--- src/rtl/wb_spi_bridge_if.sv ---
// Bus bundle between a Wishbone master, the bridge and the downstream spi_if.
// slave  : the bridge's view (Wishbone target, drives the spi_if strobes)
// master : the environment's view (bus master plus spi_if responder)
interface wb_spi_bridge_if;
    logic        wb_cyc_i;
    logic        wb_stb_i;
    logic        wb_we_i;
    logic [1:0]  wb_adr_i;
    logic [31:0] wb_dat_i;
    logic [31:0] wb_dat_o;
    logic        wb_ack_o;
    logic        wb_err_o;
    logic [10:0] spi_din;
    logic        spi_cmd;
    logic        spi_wr;
    logic        spi_rd;
    logic [8:0]  spi_dout;
    logic        spi_ack;

    modport slave (
        input  wb_cyc_i, wb_stb_i, wb_we_i, wb_adr_i, wb_dat_i,
        output wb_dat_o, wb_ack_o, wb_err_o,
        output spi_din, spi_cmd, spi_wr, spi_rd,
        input  spi_dout, spi_ack
    );

    modport master (
        output wb_cyc_i, wb_stb_i, wb_we_i, wb_adr_i, wb_dat_i,
        input  wb_dat_o, wb_ack_o, wb_err_o,
        input  spi_din, spi_cmd, spi_wr, spi_rd,
        output spi_dout, spi_ack
    );
endinterface

--- src/rtl/wb_spi_bridge.sv ---
// Wishbone classic slave in front of spi_if: turns bus cycles into one-cycle
// cmd/wr/rd strobes, waits for the spi_if ack with a bounded timeout, and keeps
// a config shadow plus a saturating error counter for software.
//
// state | meaning
// IDLE  | waiting for cyc&stb; local accesses are answered from here
// ISSUE | one strobe to spi_if this cycle; RX data captured at its end
// WAIT  | waiting for spi_ack, counting towards the timeout
// RESP  | one-cycle ack or err pulse on the bus
module wb_spi_bridge #(
    parameter int TIMEOUT = 16
) (
    input  logic            clk,
    input  logic            rst,
    wb_spi_bridge_if.slave  bus
);
    typedef enum logic [1:0] {S_IDLE, S_ISSUE, S_WAIT, S_RESP} state_t;
    typedef enum logic [1:0] {OP_CMD = 2'd0, OP_WR = 2'd1, OP_RD = 2'd2} op_t;

    localparam logic [7:0] TC = 8'(TIMEOUT - 1);

    state_t      r_state;
    state_t      w_state_nxt;
    op_t         r_op;
    logic [7:0]  r_cnt;
    logic [7:0]  r_errcnt;
    logic        r_last_err;
    logic [10:0] r_shadow;
    logic [10:0] r_din;
    logic [31:0] r_dat;
    logic        r_ack;
    logic        r_err;

    logic        w_req;
    logic        w_remote;
    logic        w_take_remote;
    logic        w_take_local;
    logic        w_done_ok;
    logic        w_done_err;
    logic [31:0] w_status;
    logic        w_unused_dat;

    assign w_req    = bus.wb_cyc_i & bus.wb_stb_i;
    // CTRL/TXDATA writes and RXDATA reads have to go through spi_if
    assign w_remote = bus.wb_we_i ? (bus.wb_adr_i == 2'd0 || bus.wb_adr_i == 2'd1)
                                  : (bus.wb_adr_i == 2'd2);
    assign w_status = {r_last_err, 7'b0, r_errcnt, 5'b0, r_shadow};
    assign w_unused_dat = ^bus.wb_dat_i[31:11];

    assign bus.spi_cmd  = (r_state == S_ISSUE) && (r_op == OP_CMD);
    assign bus.spi_wr   = (r_state == S_ISSUE) && (r_op == OP_WR);
    assign bus.spi_rd   = (r_state == S_ISSUE) && (r_op == OP_RD);
    assign bus.spi_din  = r_din;
    assign bus.wb_dat_o = r_dat;
    assign bus.wb_ack_o = r_ack;
    assign bus.wb_err_o = r_err;

    // state register
    always_ff @(posedge clk or posedge rst) begin
        if (rst) r_state <= S_IDLE;
        else     r_state <= w_state_nxt;
    end

    // next state and transaction events
    always_comb begin
        w_state_nxt   = r_state;
        w_take_remote = 1'b0;
        w_take_local  = 1'b0;
        w_done_ok     = 1'b0;
        w_done_err    = 1'b0;
        case (r_state)
            S_IDLE: begin
                if (w_req) begin
                    if (w_remote) begin
                        w_take_remote = 1'b1;
                        w_state_nxt   = S_ISSUE;
                    end else begin
                        w_take_local  = 1'b1;
                        w_state_nxt   = S_RESP;
                    end
                end
            end
            S_ISSUE: w_state_nxt = S_WAIT;
            S_WAIT: begin
                // a dropped cycle abandons the access; the strobe is already out
                if (!bus.wb_cyc_i) begin
                    w_state_nxt = S_IDLE;
                end else if (bus.spi_ack) begin
                    w_done_ok   = 1'b1;
                    w_state_nxt = S_RESP;
                end else if (r_cnt == TC) begin
                    w_done_err  = 1'b1;
                    w_state_nxt = S_RESP;
                end
            end
            S_RESP:  w_state_nxt = S_IDLE;
            default: w_state_nxt = S_IDLE;
        endcase
    end

    // datapath: responses, spi_if data, shadow, timeout and error bookkeeping
    always_ff @(posedge clk or posedge rst) begin
        if (rst) begin
            r_op       <= OP_CMD;
            r_cnt      <= 8'd0;
            r_errcnt   <= 8'd0;
            r_last_err <= 1'b0;
            r_shadow   <= 11'd0;
            r_din      <= 11'd0;
            r_dat      <= 32'd0;
            r_ack      <= 1'b0;
            r_err      <= 1'b0;
        end else begin
            r_ack <= w_take_local | w_done_ok;
            r_err <= w_done_err;

            if (w_take_remote) begin
                if (!bus.wb_we_i)                r_op <= OP_RD;
                else if (bus.wb_adr_i == 2'd0)   r_op <= OP_CMD;
                else                             r_op <= OP_WR;
                if (bus.wb_we_i) r_din <= bus.wb_dat_i[10:0];
            end

            if (r_state == S_ISSUE)     r_cnt <= 8'd0;
            else if (r_state == S_WAIT) r_cnt <= r_cnt + 8'd1;

            if (r_state == S_ISSUE && r_op == OP_CMD) r_shadow <= r_din;
            if (r_state == S_ISSUE && r_op == OP_RD)  r_dat <= {23'b0, bus.spi_dout};

            if (w_take_local && !bus.wb_we_i) begin
                case (bus.wb_adr_i)
                    2'd0:    r_dat <= {21'b0, r_shadow};
                    2'd3:    r_dat <= w_status;
                    default: r_dat <= 32'd0;
                endcase
            end

            if (w_take_local && bus.wb_we_i && bus.wb_adr_i == 2'd3) begin
                r_errcnt   <= 8'd0;
                r_last_err <= 1'b0;
            end else if (w_done_err) begin
                r_last_err <= 1'b1;
                if (r_errcnt != 8'hFF) r_errcnt <= r_errcnt + 8'd1;
            end else if (w_done_ok) begin
                r_last_err <= 1'b0;
            end
        end
    end
endmodule

--- src/flat_wrapper.sv ---
// flat-port wrapper written by rule: the top's interface ports become plain ports
module wb_spi_bridge_flat 
#(
    parameter int TIMEOUT = 16
)
  (clk, rst, bus_wb_cyc_i, bus_wb_stb_i, bus_wb_we_i, bus_wb_adr_i, bus_wb_dat_i, bus_wb_dat_o, bus_wb_ack_o, bus_wb_err_o, bus_spi_din, bus_spi_cmd, bus_spi_wr, bus_spi_rd, bus_spi_dout, bus_spi_ack);
  wb_spi_bridge_if bus_i ();
  input  logic clk;
  input  logic rst;
  input wire logic [$bits(bus_i.wb_cyc_i)-1:0] bus_wb_cyc_i;
  input wire logic [$bits(bus_i.wb_stb_i)-1:0] bus_wb_stb_i;
  input wire logic [$bits(bus_i.wb_we_i)-1:0] bus_wb_we_i;
  input wire logic [$bits(bus_i.wb_adr_i)-1:0] bus_wb_adr_i;
  input wire logic [$bits(bus_i.wb_dat_i)-1:0] bus_wb_dat_i;
  output wire logic [$bits(bus_i.wb_dat_o)-1:0] bus_wb_dat_o;
  output wire logic [$bits(bus_i.wb_ack_o)-1:0] bus_wb_ack_o;
  output wire logic [$bits(bus_i.wb_err_o)-1:0] bus_wb_err_o;
  output wire logic [$bits(bus_i.spi_din)-1:0] bus_spi_din;
  output wire logic [$bits(bus_i.spi_cmd)-1:0] bus_spi_cmd;
  output wire logic [$bits(bus_i.spi_wr)-1:0] bus_spi_wr;
  output wire logic [$bits(bus_i.spi_rd)-1:0] bus_spi_rd;
  input wire logic [$bits(bus_i.spi_dout)-1:0] bus_spi_dout;
  input wire logic [$bits(bus_i.spi_ack)-1:0] bus_spi_ack;
  assign bus_i.wb_cyc_i = bus_wb_cyc_i;
  assign bus_i.wb_stb_i = bus_wb_stb_i;
  assign bus_i.wb_we_i = bus_wb_we_i;
  assign bus_i.wb_adr_i = bus_wb_adr_i;
  assign bus_i.wb_dat_i = bus_wb_dat_i;
  assign bus_wb_dat_o = bus_i.wb_dat_o;
  assign bus_wb_ack_o = bus_i.wb_ack_o;
  assign bus_wb_err_o = bus_i.wb_err_o;
  assign bus_spi_din = bus_i.spi_din;
  assign bus_spi_cmd = bus_i.spi_cmd;
  assign bus_spi_wr = bus_i.spi_wr;
  assign bus_spi_rd = bus_i.spi_rd;
  assign bus_i.spi_dout = bus_spi_dout;
  assign bus_i.spi_ack = bus_spi_ack;
  wb_spi_bridge #(.TIMEOUT(TIMEOUT)) u_core (.clk(clk), .rst(rst), .bus(bus_i));
endmodule
--- config.mk ---
export PLATFORM = sky130hd
export DESIGN_NAME = wb_spi_bridge_flat
export DESIGN_NICKNAME = d
export VERILOG_FILES = /design/src/rtl/wb_spi_bridge_if.sv /design/src/rtl/wb_spi_bridge.sv /design/src/flat_wrapper.sv
export SDC_FILE = /design/constraint.sdc
export NUM_CORES = 1
export LEC_CHECK = 0
export ABC_CLOCK_PERIOD_IN_PS = 5200
export CAP_MARGIN = 10
export CORE_ASPECT_RATIO = 0.7
export CORE_MARGIN = 8
export CORE_UTILIZATION = 40
export CTS_CLUSTER_DIAMETER = 60
export DETAILED_ROUTE_END_ITERATION = 10
export PLACE_DENSITY = 0.71
export SYNTH_ARGS = -nofsm -noshare
export SYNTH_HDL_FRONTEND = slang
export SYNTH_SLANG_ARGS = --single-unit
--- constraint.sdc ---
create_clock -name clk -period 5.2 [get_ports clk]
set_input_delay 1.04 -clock clk [delete_from_list [all_inputs] [get_ports clk]]
set_output_delay 1.04 -clock clk [all_outputs]
set_load 0.01 [all_outputs]
-- Word level (Yosys, flattened, before mapping)
Cells that the tools add are included.
- add/subtract/negate cells: 2
- bitwise operators: 2
- mux-type cells: 33
- eq/ne operators: 12
- reductions and logical operators: 19
- operator list (cell ; count):
    $mux W32 ; 2
    $pmux W32 S2 ; 1
    $mux W8 ; 5
    $mux W1 ; 18
    $add A8 B1 Y8 const B ; 2
    $mux W2 ; 6
    $eq A2 B2 Y1 const B ; 5
    $eq A8 B4 Y1 const B ; 1
    $ne A8 B8 Y1 const B ; 1
    $pmux W2 S4 ; 1
    $reduce_bool A2 Y1 ; 4
    $eq A2 B1 Y1 const B ; 3
    $logic_and A1 B1 Y1 ; 6
    $logic_not A2 Y1 ; 3
    $reduce_and A2 Y1 ; 3
    $ne A4 B3 Y1 const B ; 1
    $reduce_bool A3 Y1 ; 1
    $ne A2 B1 Y1 const B ; 1
    $and A1 B1 Y1 ; 1
    $logic_not A1 Y1 ; 1
    $logic_or A1 B1 Y1 ; 1
    $or A1 B1 Y1 ; 1
- register bits after elaboration: 77
- input bits: 49

-- Logic depth before layout (Yosys ltp)
- depth in word-level cells: 10
- gate-level depth with buffers: 8
- gate-level depth less buffers: 7

-- Least setup slack after synthesis
Ideal clock, no wire load.
- path type: input -> register
- start: in bus_wb_adr_i[0]
- end: reg u_core.r_din[0], in the netlist u_core.bus.spi_din[0]
- data required time: 5075 ps
- arrival: 2409 ps
- stages: 7
- path slack: 2666 ps
- cells stage by stage: inv_1 > ha_1 > nor2_1 > a211oi_1 > nand2_1 > clkbuf_1 > mux2_2
- word-level cells in the longest chain between the ends: 7
- elaborated cells between the ends (all ways): 9
- those cells by class: eq/ne (2); mux (4); reduce/logical (3)
- ends and longest elaborated chain (what ; RTL line ; RTL):
    from (decl) ; flat_wrapper.sv:13 ; input wire logic [$bits(bus_i.wb_adr_i)-1:0] bus_wb_adr_i;
    $eq A2 B1 Y1 / $logic_not A2 Y1 (equally long branches) ; wb_spi_bridge.sv:45 ; assign w_remote = bus.wb_we_i ? (bus.wb_adr_i == 2'd0 || bus.wb_adr_i == 2'd1)
    $logic_or A1 B1 Y1 ; wb_spi_bridge.sv:45 ;
    $mux W1 (*) ; wb_spi_bridge.sv:45 ;
    $mux W1 (*) ; wb_spi_bridge.sv:74 ; if (w_remote) begin
    $mux W1 (*) ; wb_spi_bridge.sv:73 ; if (w_req) begin
    $mux W1 (*) ; wb_spi_bridge.sv:71 ; case (r_state)
    $reduce_and A2 Y1 (no source line) (*) ; - ;
    to (signal assigned) ; wb_spi_bridge.sv:121 ; if (bus.wb_we_i) r_din <= bus.wb_dat_i[10:0];
    to (decl) ; wb_spi_bridge.sv:29 ; logic [10:0] r_din;
Every way passes the cells marked *; elsewhere a longest branch is shown, timed or not.
A chain may end at the register's enable or synchronous reset.

-- Worst setup path after layout
- start: reg u_core.r_state[1]
- end: out bus_spi_cmd
- word-level cells in the longest chain between the ends: 2
- ends and longest elaborated chain (what ; RTL line ; RTL):
    from (decl) ; wb_spi_bridge.sv:22 ; state_t r_state;
    from (signal assigned) ; wb_spi_bridge.sv:61 ; else r_state <= w_state_nxt;
    $eq A2 B1 Y1 ; wb_spi_bridge.sv:50 ; assign bus.spi_cmd = (r_state == S_ISSUE) && (r_op == OP_CMD);
    $logic_and A1 B1 Y1 ; wb_spi_bridge.sv:50 ;
    to (decl) ; flat_wrapper.sv:19 ; output wire logic [$bits(bus_i.spi_cmd)-1:0] bus_spi_cmd;
No other way between the ends.

==> run_results.csv <==
group,metric,value,unit
yosys,syn_inst,270,
yosys,avgSynthCellArea,11.3,sq um
place,numPlacedInstances,420,
yosys,ys.flop_type,"dfrtp_1",
clock_tree,cts_buffers,9,
yosys,ys_ff_latch,65,
grt,grt_max_degree,66,
place,finalWeightedCongestion,0.814,
layout,drive_gt1_share,12.7,%
yosys,yosysTopAreaCell,"dfrtp_1",
route,drtPass1Iterations,4,
yosys,syn_area,3040,sq um
route,avgViaCountPerCell,5.21,
grt,grt_pass1_wl,11700,um
power_and_ir_drop,swShare,31.1,%
timing,fin_skew,0.00683,ns
critical_path,critPathLaunch,"u_core.r_state[1]",
route,wire_per_inst,16.3,um
run,maxCapViolations,0,
floorplan,die_y,88.9,um
power_and_ir_drop,share_seq_of_total_power,39.0,%
floorplan,initial_core_util,41.5,%
yosys,synth_area_leaders,"dfrtp_1 (54%), mux2_2 (8.5%), ha_1 (4.1%), a22o_1 (3.7%), buf_4 (3.0%)",
layout,finalNetCount,392,
layout,diodes,0,
power_and_ir_drop,peakVddDrop,0.252,mV
critical_path,path_class,"reg2out",
timing,hold_viol,0,
clock_tree,cts-root-buf,"clkbuf_8",
critical_path,path_max_fanout,12,
clock_tree,clkSinkCount,65,
timing,holdWs,0.492,ns
worst_hold_path,hp-start,"u_core.r_last_err",
yosys,synth_top_area_share,53.5,%
timing,relSlewSlack,19.8,%
critical_path,critPathLaunchType,"register",
power_and_ir_drop,p_int,0.00135,W
place,io_buffers,63,
clock_tree,cts_tree,"yes",
floorplan,dieArea,10700,sq um
timing,min_period_over_period,69.2,%
place,pre_cts_ws,1.50,ns
critical_path,crit_arrival,2.56,ns
timing,worst_slew_pin_slew,1.20,ns
route,drc,0,
route,ant_nets,0,
timing,period_minus_slack,3.60,ns
critical_path,worstPathRequired,4.16,ns
clock_tree,cts_resized,0,
power_and_ir_drop,power.switching,0.000609,W
floorplan,core,7320,sq um
floorplan,pin_count,97,
clock_tree,cts.htree.levels,3,
timing,drv_slew,0,
yosys,ys_async_sr_fraction,100,%
power_and_ir_drop,pwr-share-comb,33.8,%
timing,rsz0062_at_grt,"false",
route,drt_iter0_drc,118,
clock_tree,cts.path.max_buffers,2,
yosys,synthDistinctLibCells,46,
place,dpl.hpwl,5120,um
route,vias,2270,
clock_tree,insertion_delay,0.34,ns
critical_path,end_kind,"output pin",
layout,layoutNonFillerInstCount,436,
timing,setup-violations-final,0,
clock_tree,cts_setup_buffers,0,
grt,grt.total_usage,13.8,%
grt,grt_pass1_vias,2269,
timing,fmax,0.278,GHz
clock_tree,path_clk_slew,0.07,ns
yosys,yosysWarnings,0,
power_and_ir_drop,p_leak,1.76,nW
yosys,synth_most_common_cell,"dfrtp_1",
place,dpl_cell_area,3710,sq um
worst_hold_path,hp-class,"reg2reg",
route,wirelength,7110,um
yosys,ys_seq_area_share,53.5,%
grt,gr-total-overflow,0,
power_and_ir_drop,clkPwrFrac,27.2,%
yosys,synth.top_cells.by_count,"dfrtp_1 (65), mux2_2 (23), nand2_1 (19), inv_1 (17), o21ai_0 (15)",
timing,setup_tns,0,ns
floorplan,rows,26,
power_and_ir_drop,powerDensity,494,nW/um^2
yosys,synth_edf_count,0,
layout,area_delta_synth_final,30.5,%
outcome,outcome,"finished, final reports clean",
floorplan,fp.dieW,120,um
clock_tree,cts_hold_buf,0,
critical_path,rr_startpoint,"u_core.r_state[0]",
grt,antenna_found_initial,0,
timing,setup_ws,1.60,ns
layout,stdcell_area,3970,sq um
metal layers:
layer	global-route usage (%)	routed length (um)	vias up
met4	5.08	91	0
met1	18.1	3350	1130
met2	20.6	3200	55
li1	-	-	1076
met3	4.92	461	9
met5	0	0	-
final cells by class:
cell class,count,area (sq um)
fill,659,3350
sequential,65,1630
clock inverter,6,115
timing repair buffer,64,638
inverter,17,63.8
clock buffer,10,138
multi-input combinational,176,1260
tap,98,123
state kept, by name, indices dropped and copies added (netlist names):
signal               flops
u_core.bus.wb_err_o      1
u_core.r_shadow         11
u_core.r_errcnt          8
u_core.r_state           2
u_core.r_op              2
u_core.r_last_err        1
u_core.bus.wb_ack_o      1
u_core.bus.spi_din      11
u_core.bus.wb_dat_o     20
u_core.r_cnt             8
cell usage in the layout (no fill, tap or decap), types with 4 or more instances in the layout:
master           netlist  final
dfrtp_1               65     65
clkdlybuf4s50_1        0     63
mux2_2                23     23
nand2_1               19     19
inv_1                 17     16
o21ai_0               15     15
a22o_1                13     13
conb_1                 1     12
a21oi_1               10     10
ha_1                  10     10
clkbuf_8               0     10
a2bb2oi_1              9      9
nor2_1                 8      8
nand3_1                7      7
mux2i_1                4      4
power groups by stage:
stage	combinational, W	sequential (W)	clock (W)
finish	0.000662	0.000765	0.000533
global route	0.000725	0.000786	0.000567
CTS	0.000671	0.000764	0.000544
detailed placement	0.000667	0.000773	0
global placement	0.000647	0.000767	0
floorplan	0.000357	0.000788	0
stage by stage:
stage | util (%) | power, W
after floorplan | - | 0.00115
after global placement | 50.8 | 0.00141
after detailed placement | 50.8 | 0.00144
after CTS | 54.2 | 0.00198
after global routing | 54.2 | 0.00208
final | 54.2 | 0.00196
cells by family (layout without fill, tap and decap cells):
kind of cell / count (synthesis) / in the layout / synth area share (%)
and+or+nand+nor: 61 / 61 / 10.6
buffers and inverters: 40 / 97 / 6.46
xor gates and xnor gates: 3 / 3 / 0.865
other: 1 / 12 / 0.123
muxes: 27 / 27 / 9.84
AOI/OAI and AO/OA: 63 / 63 / 14.5
adders and majority gates: 10 / 10 / 4.12
DFF: 65 / 65 / 53.5
final timing paths:
check | endpoint | slack [ns] | cells after the start
worst max-delay path | bus_spi_cmd | 1.60 | 4
worst min-delay path | u_core.bus.wb_dat_o[31] | 0.49 | 1
worst max register to register | u_core.bus.wb_dat_o[17] | 2.55 | 6
worst min register to register | u_core.bus.wb_dat_o[31] | 0.49 | 1
max in group asynchronous | u_core.bus.spi_din[6] | 3.41 | 3
min in group asynchronous | u_core.bus.wb_dat_o[22] | 1.25 | 3
worst max-delay path, cell delays in order (launching register included):
cell	delay [ns]
dfrtp_1	0.39
inv_1	0.12
ha_1	0.39
and3_1	0.65
clkdlybuf4s50_1	0.67
Note: power is estimated with default switching activity, not from simulation.
==> RTL edit, RTL diff (config.mk and constraints unchanged) <==
The 4 states of `state_t` get a one-hot encoding in 4 bits.
--- a/src/rtl/wb_spi_bridge.sv
+++ b/src/rtl/wb_spi_bridge.sv
@@ -14,7 +14,7 @@
     input  logic            rst,
     wb_spi_bridge_if.slave  bus
 );
-    typedef enum logic [1:0] {S_IDLE, S_ISSUE, S_WAIT, S_RESP} state_t;
+    typedef enum logic [3:0] {S_IDLE = 4'b0001, S_ISSUE = 4'b0010, S_WAIT = 4'b0100, S_RESP = 4'b1000} state_t;
     typedef enum logic [1:0] {OP_CMD = 2'd0, OP_WR = 2'd1, OP_RD = 2'd2} op_t;
 
     localparam logic [7:0] TC = 8'(TIMEOUT - 1);
Behaviour: same outputs for any inputs over 4 cycles, from zero or initial values and one cycle with rst high; so few cycles prove little.
==> RTL edit against the unedited design <==
Sequential cell count increased by 2. Register-to-register slack improved by 0.05 ns. Wire length decreased by 4.5%. Setup slack got worse by 0.13 ns. Global-route usage decreased by 0.82 points. Critical path depth unchanged. Synthesized cell count decreased by 3.7%. Via count decreased by 3.9%. Design area increased by 2.9%. First-iteration DRC count decreased by 3.4%. Synthesized area increased by 2.8%. Critical endpoint is now bus_spi_rd. Largest cell class unchanged.
Power is not compared: it rests on default switching activity, and its combinational part moved more than twofold at a synthesized area within 25%.
==> RTL edit: results <==
set metrics [dict create \
    status "finished clean" \
    hp-start "u_core.r_shadow[10]$_DFFE_PP0P_" \
    grt_pass1_wl_um 11380 \
    cts_sinks 67 \
    synth_commonest_cells "66 x dfrtp_1, 22 x mux2_1, 19 x nand2_1" \
    hold_ws_ns 0.4897 \
    layout.nets 384 \
    worstReg2RegStart "u_core.r_state[2]$_DFFE_PP0P_" \
    syn_avg_cell_area_um2 12.02 \
    wl_um 6790 \
    dp_hpwl_um 4999 \
    path_max_fanout 10 \
    final_util 0.5276 \
    place_area_mm2 0.003816 \
    synth_cell_types 50 \
    crit_family "simple AND/OR/NAND/NOR gates" \
    seq_area_frac 0.4111 \
    areaGrowthSynthToFinish_pct 30.58 \
    final_layout_size_suffix_gt1_frac 0.09581 \
    synth_area_leaders "dfrtp_1 53%, mux2_1 7.9%, a221o_1 2.9%" \
    grt_max_degree 50 \
    worstReg2RegEnd "u_core.bus.wb_dat_o[3]$_DFFE_PP0P_" \
    route.vias.total 2181 \
    dpl_worst_slack_ns 1.734 \
    dp.cells 419 \
    cp.arrival_ns 2.69 \
    nFillCells 695 \
    slowest_stage "nor4b_2" \
    multi_input_area_share 0.3265 \
    whs_endpoint "u_core.r_shadow[10]$_DFFE_PP0P_" \
]
RTL edit: changes by cell type after synthesis, sizes merged, moves of 5 or more:
cell     before  now
a21oi        10    3
a221o         0    9
a2bb2oi       9    0
and2          1   12
clkbuf        9    2
inv          17    7
nor2          8   13
o21ai        15    6
or4b          0    5
xor2          1    6
RTL edit: cells by family (layout without fill, tap and decap cells):
group                      after synthesis  count (layout)  synth area share
muxes                                   27              27           0.09528
AOI/OAI and AO/OA                       34              34           0.08567
and+or+nand+nor                         92              92            0.1858
DFF                                     67              67            0.5368
other                                    1              12          0.001200
adders and majority gates                6               6           0.02402
buffers and inverters                   26              89           0.05164
xor gates and xnor gates                 7               7           0.01962
RTL edit: worst max path at each step:
stage | from | to | slack (ns) | cells past startpoint
floorplan | rst | u_core.bus.spi_din[0]$_DFFE_PP0P_ | 2.48 | 1
global placement | bus_wb_adr_i[0] | u_core.bus.wb_dat_o[7]$_DFFE_PP0P_ | 1.81 | 7
detailed placement | bus_wb_adr_i[0] | u_core.bus.wb_dat_o[4]$_DFFE_PP0P_ | 1.73 | 7
CTS | u_core.r_state[2]$_DFFE_PP0P_ | bus_spi_rd | 1.40 | 4
global route | u_core.r_state[2]$_DFFE_PP0P_ | bus_spi_rd | 1.30 | 4
finish | u_core.r_state[2]$_DFFE_PP0P_ | bus_spi_rd | 1.47 | 4
RTL edit: per-layer routing:
metal | wire length, um | part of all wire | vias up | global-route usage
li1 | - | - | 1055 | -
met1 | 3355 | 0.49 | 1070 | 0.1789
met2 | 2969 | 0.44 | 49 | 0.1830
met3 | 409 | 0.060 | 7 | 0.05184
met4 | 56 | 0.0082 | 0 | 0.03378
met5 | 0 | 0 | - | 0
RTL edit: where the power goes:
part / internal (mW) / switching [mW]
combinational: 0.135 / 0.0945
sequential: 0.588 / 0.0512
clock: 0.369 / 0.202
